## src/rtl/pmm_pkg.sv

```systemverilog
// Shared constants and types for the pattern-matching engine host driver.
// Opcodes, engine address map and the driver FSM state encoding.
package pmm_pkg;

    localparam logic [1:0] OP_NOP = 2'b00;
    localparam logic [1:0] OP_CFG = 2'b01;
    localparam logic [1:0] OP_SIM = 2'b10;
    localparam logic [1:0] OP_RST = 2'b11;

    // Per-character tables are 8 bytes apart (char c at base + 8*c).
    localparam logic [13:0] ADDR_REPPOS  = 14'h0000;
    localparam logic [13:0] ADDR_MOVE    = 14'h0800;
    localparam logic [13:0] ADDR_EPS_BEG = 14'h1000;
    localparam logic [13:0] ADDR_EPS_BLK = 14'h1008;
    localparam logic [13:0] ADDR_EPS_END = 14'h1010;
    localparam logic [13:0] ADDR_INIT    = 14'h1018;
    localparam logic [13:0] ADDR_ACCEPT  = 14'h1020;

    typedef enum logic [1:0] {
        IDLE = 2'd0,
        REQ  = 2'd1,
        REL  = 2'd2,
        RSP  = 2'd3
    } drv_state_e;

endpackage

```

## src/rtl/pmm_host_driver.sv

```systemverilog
// Four-phase command bus initiator for the pattern-matching engine.
// Optional REQ-phase timeout is enabled with `define PMM_DRV_TIMEOUT_EN.
module pmm_host_driver
    import pmm_pkg::*;
#(
    parameter int TIMEOUT_CYCLES = 1024,
    parameter int CNT_W          = 32
) (
    input  logic             clk,
    input  logic             rst_n,
    input  logic             cmd_valid,
    output logic             cmd_ready,
    input  logic [1:0]       cmd_op,
    input  logic [13:0]      cmd_addr,
    input  logic [63:0]      cmd_data,
    output logic             rsp_valid,
    input  logic             rsp_ready,
    output logic [1:0]       rsp_op,
    output logic             rsp_match,
    output logic             rsp_timeout,
    output logic [CNT_W-1:0] char_count,
    output logic [CNT_W-1:0] match_count,
    output logic [63:0]      INP_DATA,
    output logic [15:0]      INP_CONTROL,
    output logic             DATA_VALID,
    input  logic             READY_STATUS,
    input  logic             ACCEPTED_STATUS
);

    if (TIMEOUT_CYCLES < 1 || CNT_W < 1) begin : g_bad_param
        $error("pmm_host_driver: parameters must be positive");
    end

    drv_state_e       state_q, state_d;
    logic             dv_q, dv_d;
    logic [63:0]      data_q, data_d;
    logic [15:0]      ctrl_q, ctrl_d;
    logic             rvalid_q, rvalid_d;
    logic [1:0]       rop_q, rop_d;
    logic             rmatch_q, rmatch_d;
    logic [CNT_W-1:0] char_q, char_d;
    logic [CNT_W-1:0] match_q, match_d;
    logic             aborted;

`ifdef PMM_DRV_TIMEOUT_EN
    localparam int TW = $clog2(TIMEOUT_CYCLES) + 1;
    localparam logic [TW-1:0] TMO_LAST = TW'(TIMEOUT_CYCLES - 1);

    logic [TW-1:0] tmo_q, tmo_d;
    logic          rtmo_q, rtmo_d;

    assign aborted     = rtmo_q;
    assign rsp_timeout = rtmo_q;
`else
    assign aborted     = 1'b0;
    assign rsp_timeout = 1'b0;
`endif

    always_comb begin
        state_d   = state_q;
        dv_d      = dv_q;
        data_d    = data_q;
        ctrl_d    = ctrl_q;
        rvalid_d  = rvalid_q;
        rop_d     = rop_q;
        rmatch_d  = rmatch_q;
        char_d    = char_q;
        match_d   = match_q;
`ifdef PMM_DRV_TIMEOUT_EN
        tmo_d     = tmo_q;
        rtmo_d    = rtmo_q;
`endif
        // Never start a command while the engine still holds the last ack.
        cmd_ready = (state_q == IDLE) && !READY_STATUS;

        unique case (state_q)
            IDLE: begin
                if (cmd_valid && cmd_ready) begin
                    rop_d    = cmd_op;
                    rmatch_d = 1'b0;
`ifdef PMM_DRV_TIMEOUT_EN
                    rtmo_d   = 1'b0;
                    tmo_d    = '0;
`endif
                    if (cmd_op == OP_NOP) begin
                        rvalid_d = 1'b1;
                        state_d  = RSP;
                    end else begin
                        data_d  = cmd_data;
                        ctrl_d  = {cmd_op, cmd_addr};
                        dv_d    = 1'b1;
                        state_d = REQ;
                    end
                end
            end
            REQ: begin
                if (READY_STATUS) begin
                    rmatch_d = (rop_q == OP_SIM) && ACCEPTED_STATUS;
                    dv_d     = 1'b0;
                    state_d  = REL;
                end
`ifdef PMM_DRV_TIMEOUT_EN
                else if (tmo_q == TMO_LAST) begin
                    rmatch_d = 1'b0;
                    rtmo_d   = 1'b1;
                    dv_d     = 1'b0;
                    state_d  = REL;
                end else begin
                    tmo_d = tmo_q + TW'(1);
                end
`endif
            end
            REL: begin
                if (!READY_STATUS) begin
                    rvalid_d = 1'b1;
                    state_d  = RSP;
                end
            end
            RSP: begin
                if (rsp_ready) begin
                    rvalid_d = 1'b0;
                    state_d  = IDLE;
                    if (!aborted && rop_q == OP_SIM) begin
                        char_d  = char_q + CNT_W'(1);
                        match_d = match_q + CNT_W'(rmatch_q);
                    end
                    if (!aborted && rop_q == OP_RST) begin
                        char_d  = '0;
                        match_d = '0;
                    end
                end
            end
        endcase
    end

    always_ff @(posedge clk or negedge rst_n) begin
        if (!rst_n) begin
            state_q  <= IDLE;
            dv_q     <= 1'b0;
            data_q   <= '0;
            ctrl_q   <= '0;
            rvalid_q <= 1'b0;
            rop_q    <= OP_NOP;
            rmatch_q <= 1'b0;
            char_q   <= '0;
            match_q  <= '0;
`ifdef PMM_DRV_TIMEOUT_EN
            tmo_q    <= '0;
            rtmo_q   <= 1'b0;
`endif
        end else begin
            state_q  <= state_d;
            dv_q     <= dv_d;
            data_q   <= data_d;
            ctrl_q   <= ctrl_d;
            rvalid_q <= rvalid_d;
            rop_q    <= rop_d;
            rmatch_q <= rmatch_d;
            char_q   <= char_d;
            match_q  <= match_d;
`ifdef PMM_DRV_TIMEOUT_EN
            tmo_q    <= tmo_d;
            rtmo_q   <= rtmo_d;
`endif
        end
    end

    assign DATA_VALID  = dv_q;
    assign INP_DATA    = data_q;
    assign INP_CONTROL = ctrl_q;
    assign rsp_valid   = rvalid_q;
    assign rsp_op      = rop_q;
    assign rsp_match   = rmatch_q;
    assign char_count  = char_q;
    assign match_count = match_q;

endmodule

```

## config.mk

```make
export PLATFORM = sky130hd
export DESIGN_NAME = pmm_host_driver
export DESIGN_NICKNAME = d
export VERILOG_FILES = /design/src/rtl/pmm_pkg.sv /design/src/rtl/pmm_host_driver.sv
export SDC_FILE = /design/constraint.sdc
export NUM_CORES = 1
export LEC_CHECK = 0
export BUFFER_PORTS_ARGS = -buffer_cell sky130_fd_sc_hd__buf_2
export CORE_MARGIN = 2
export CORE_UTILIZATION = 48
export DETAILED_ROUTE_END_ITERATION = 8
export MAX_ROUTING_LAYER = met4
export PLACE_DENSITY = 0.77
export SLEW_MARGIN = 15
export SYNTH_ARGS = -nofsm -noshare
export SYNTH_HDL_FRONTEND = slang
export SYNTH_SLANG_ARGS = --single-unit
```

## constraint.sdc

```tcl
create_clock -name clk -period 2.81 [get_ports clk]
set_input_delay 0.4215 -clock clk [delete_from_list [all_inputs] [get_ports clk]]
set_output_delay 0.4215 -clock clk [all_outputs]
set_load 0.05 [all_outputs]
```

==> qor.csv <==
metric,value,unit
status,"finished, final reports clean",
# hold bufs at CTS,0,
Clock Skews,0.0106,ns
gp weighted congestion,0.800,
worst path required time,3.14,ns
internal power,5.63,mW
DR DRC count,0,
syn nets,715,
Worst IR Drop VDD,968,uV
Least-Margin Pin Slew,0.625,ns
sequential share of power,0.320,
CP Capture Type,register,
post-synth top area share,0.542,
Final Cycle Share,0.855,
Area Growth Syn to Fin,30.8,%
crit path DAT,2.74,ns
H-tree depth,4,
setup TNS,0,ns
Multi-input gate area,3010,sq um
final setup violation count,0,
Worst-Skew Late Latency,0.42,ns
register area,3780,sq um
Overall Global Routing Usage,0.245,
Slew Limit Fails,0,
Starting Density,0.485,
synthesized instance count,621,
Detail Route Antenna Nets,0,
"Distinct cells, synth",48,
post-synthesis sequential area ratio,0.542,
WL/cell,17.4,um
synth top area cells,"dfrtp_1, mux2_2, or4_1",
postcts setup bufs,0,
ys async rst share,1.00,
Comb pwr share,0.431,
Seq cells post-synth,151,
initial antenna violation count,1,
Sw Share,0.453,
max-cap violation count,0,
Worst Setup Path Type,reg2reg,
layout cells sized above 1,0.423,
Critical-path top delay cell,or3_1,
clock transition at the registers of the reported paths,0.06,ns
CP Launch Type,register,
CTS root buffer,clkbuf_16,
vias in the first global route,6036,
Ys Warns,0,
clock network fraction of total power,0.248,
I/O pins,237,
total grt overflow,0,
NetSw,4.66,mW
Via density,5.63,
"EDFF count, synth",0,
utilization after layout,0.634,
total CTS buffers,17,
Core Area,14400,sq um
crit path cell chain,ha_1 > nand3_4 > or3_1 > or4_1 > a21oi_1,
die span in y,124,um
I/O Buffers,235,
cts repair resizes,0,
post-route minimum period,2.40,ns
P_leak,4.27,nW
# nets final,952,
first-pass GRT wire length,29.8,mm
Syn Area/Cell,11.2,sq um
hpwl dp,13.3,mm
Slew Limit Headroom,0.583,
drt first pass iters,5,
RSZ-0062 raised after global routing,false,
min-delay worst type,in2async,
# fillers,1160,
Max Fclk,416,MHz
Longest Clk Path Bufs,2,
crit-path max cell delay,0.68,ns
final hold vios,0,
CTS tree,yes,
PwrDens,1130,nW/um^2
"area leader, netlist",dfrtp_1,
CTS sink cnt,151,
die width,124,um
Post-Syn Area,6970,sq um
Rows,44,
routed via count,5949,
total routed wirelength,18.4,mm
"Top FF cell, synth",dfrtp_1,
crit-path max FO,21,
Iter 0 DRT Violations,404,
Die ar.,15500,sq um
largest net degree at the start of global routing,65,
-- critical path: cells and delay by family, from the launching register on --
family	cells	cell delay, ns
DFF	1	0.39
adders and majority gates	1	0.28
and+or+nand+nor	3	1.47
AOI/OAI and AO/OA	1	0.17
-- flip-flops by register name (all words and copies together), names as in the netlist --
signal / cells
match_count: 32
char_count: 32
rsp_valid: 1
rsp_op: 2
INP_CONTROL: 16
state_q: 2
INP_DATA: 64
rsp_match: 1
DATA_VALID: 1
-- logic make-up after synthesis --
| kind of cell | synth area share |
|---|---|
| other | 0.000538 |
| adder cells (fa/ha/maj) | 0.0144 |
| buffers and inverters | 0.0264 |
| multiplexers | 0.139 |
| AND/OR/NAND/NOR | 0.170 |
| XOR/XNOR | 0.00754 |
| flip-flops | 0.542 |
| AO/OA/AOI/OAI | 0.0997 |
-- path summary, 6_finish.rpt --
check                           startpoint         endpoint  slack [ns]  depth (start not counted)
setup / recovery                state_q[1]   char_count[10]        0.41                          5
hold / removal                       rst_n  match_count[20]        0.01                          1
setup reg to reg                state_q[1]   char_count[10]        0.41                          5
hold reg to reg            INP_CONTROL[15]  INP_CONTROL[15]        0.48                          2
max in group asynchronous            rst_n     INP_DATA[11]        2.14                          2
min in group clk              cmd_data[59]     INP_DATA[59]        0.23                          2
-- metrics by stage --
stage	cell area [sq um]	instances	power, mW	setup WS [ns]	hold slack, ns
6_report	9110	1056	10.3	0.408	0.00994
5_1_grt	9110	1056	10.7	0.264	0.0507
4_1_cts	9110	1055	10.4	0.387	0.0235
3_5_place_dp	8450	1023	7.78	0.436	0.466
3_3_place_gp	8450	1023	7.67	0.511	0.457
2_1_floorplan	6970	621	6.59	0.457	0.126
-- cell type report --
class                   count  share of cell area
flip-flops and latches    151               0.415
multi-input cells         426               0.331
repair buffers            250               0.152
clock buffers              18              0.0482
well taps                 184              0.0253
clock inverters            14              0.0243
inverters                  12             0.00494
diodes                      1            0.000275
-- cells in the final DEF (no fill, tap or decap), types with 10 or more instances in the layout --
master / instances
nand3_1: 29
buf_2: 234
nand4_1: 21
clkbuf_16: 17
nand2_1: 53
nor4_1: 10
o21ai_0: 21
nor3_1: 11
mux2_2: 79
or3_1: 10
or4_1: 36
dfrtp_1: 151
a21oi_1: 40
nor2_1: 14
inv_1: 11
o31ai_1: 27
-- synth_stat cells (6+ instances only) --
| cell type | instances |
|---|---|
| mux2i_1 | 8 |
| o31ai_1 | 27 |
| o21ai_0 | 21 |
| nand2_1 | 53 |
| mux2_2 | 79 |
| nand4_1 | 21 |
| nor4_1 | 10 |
| inv_1 | 11 |
| or3_1 | 10 |
| a21oi_1 | 40 |
| buf_2 | 6 |
| nor2_1 | 15 |
| ha_1 | 8 |
| nand2b_1 | 6 |
| and3_1 | 7 |
| clkbuf_1 | 23 |
| or4_1 | 36 |
| nor3_1 | 11 |
| nand3_1 | 29 |
| dfrtp_1 | 151 |
-- layer usage --
metal	part of all wire	vias up	routed length, um	global-route usage
met5	0	-	0	-
met4	0.019	0	341	0.0780
met3	0.065	31	1190	0.0640
met2	0.50	214	9130	0.401
met1	0.42	2892	7710	0.299
li1	-	2812	-	-
-- power groups by stage --
stage	logic, mW	clock network (mW)	registers [mW]
after floorplan	1.01	0	5.58
after global placement	4.40	0	3.27
after detailed placement	4.46	0	3.31
after CTS	4.47	2.59	3.30
after global routing	4.64	2.69	3.39
final	4.44	2.56	3.30
(Power assumes the default switching activity.)
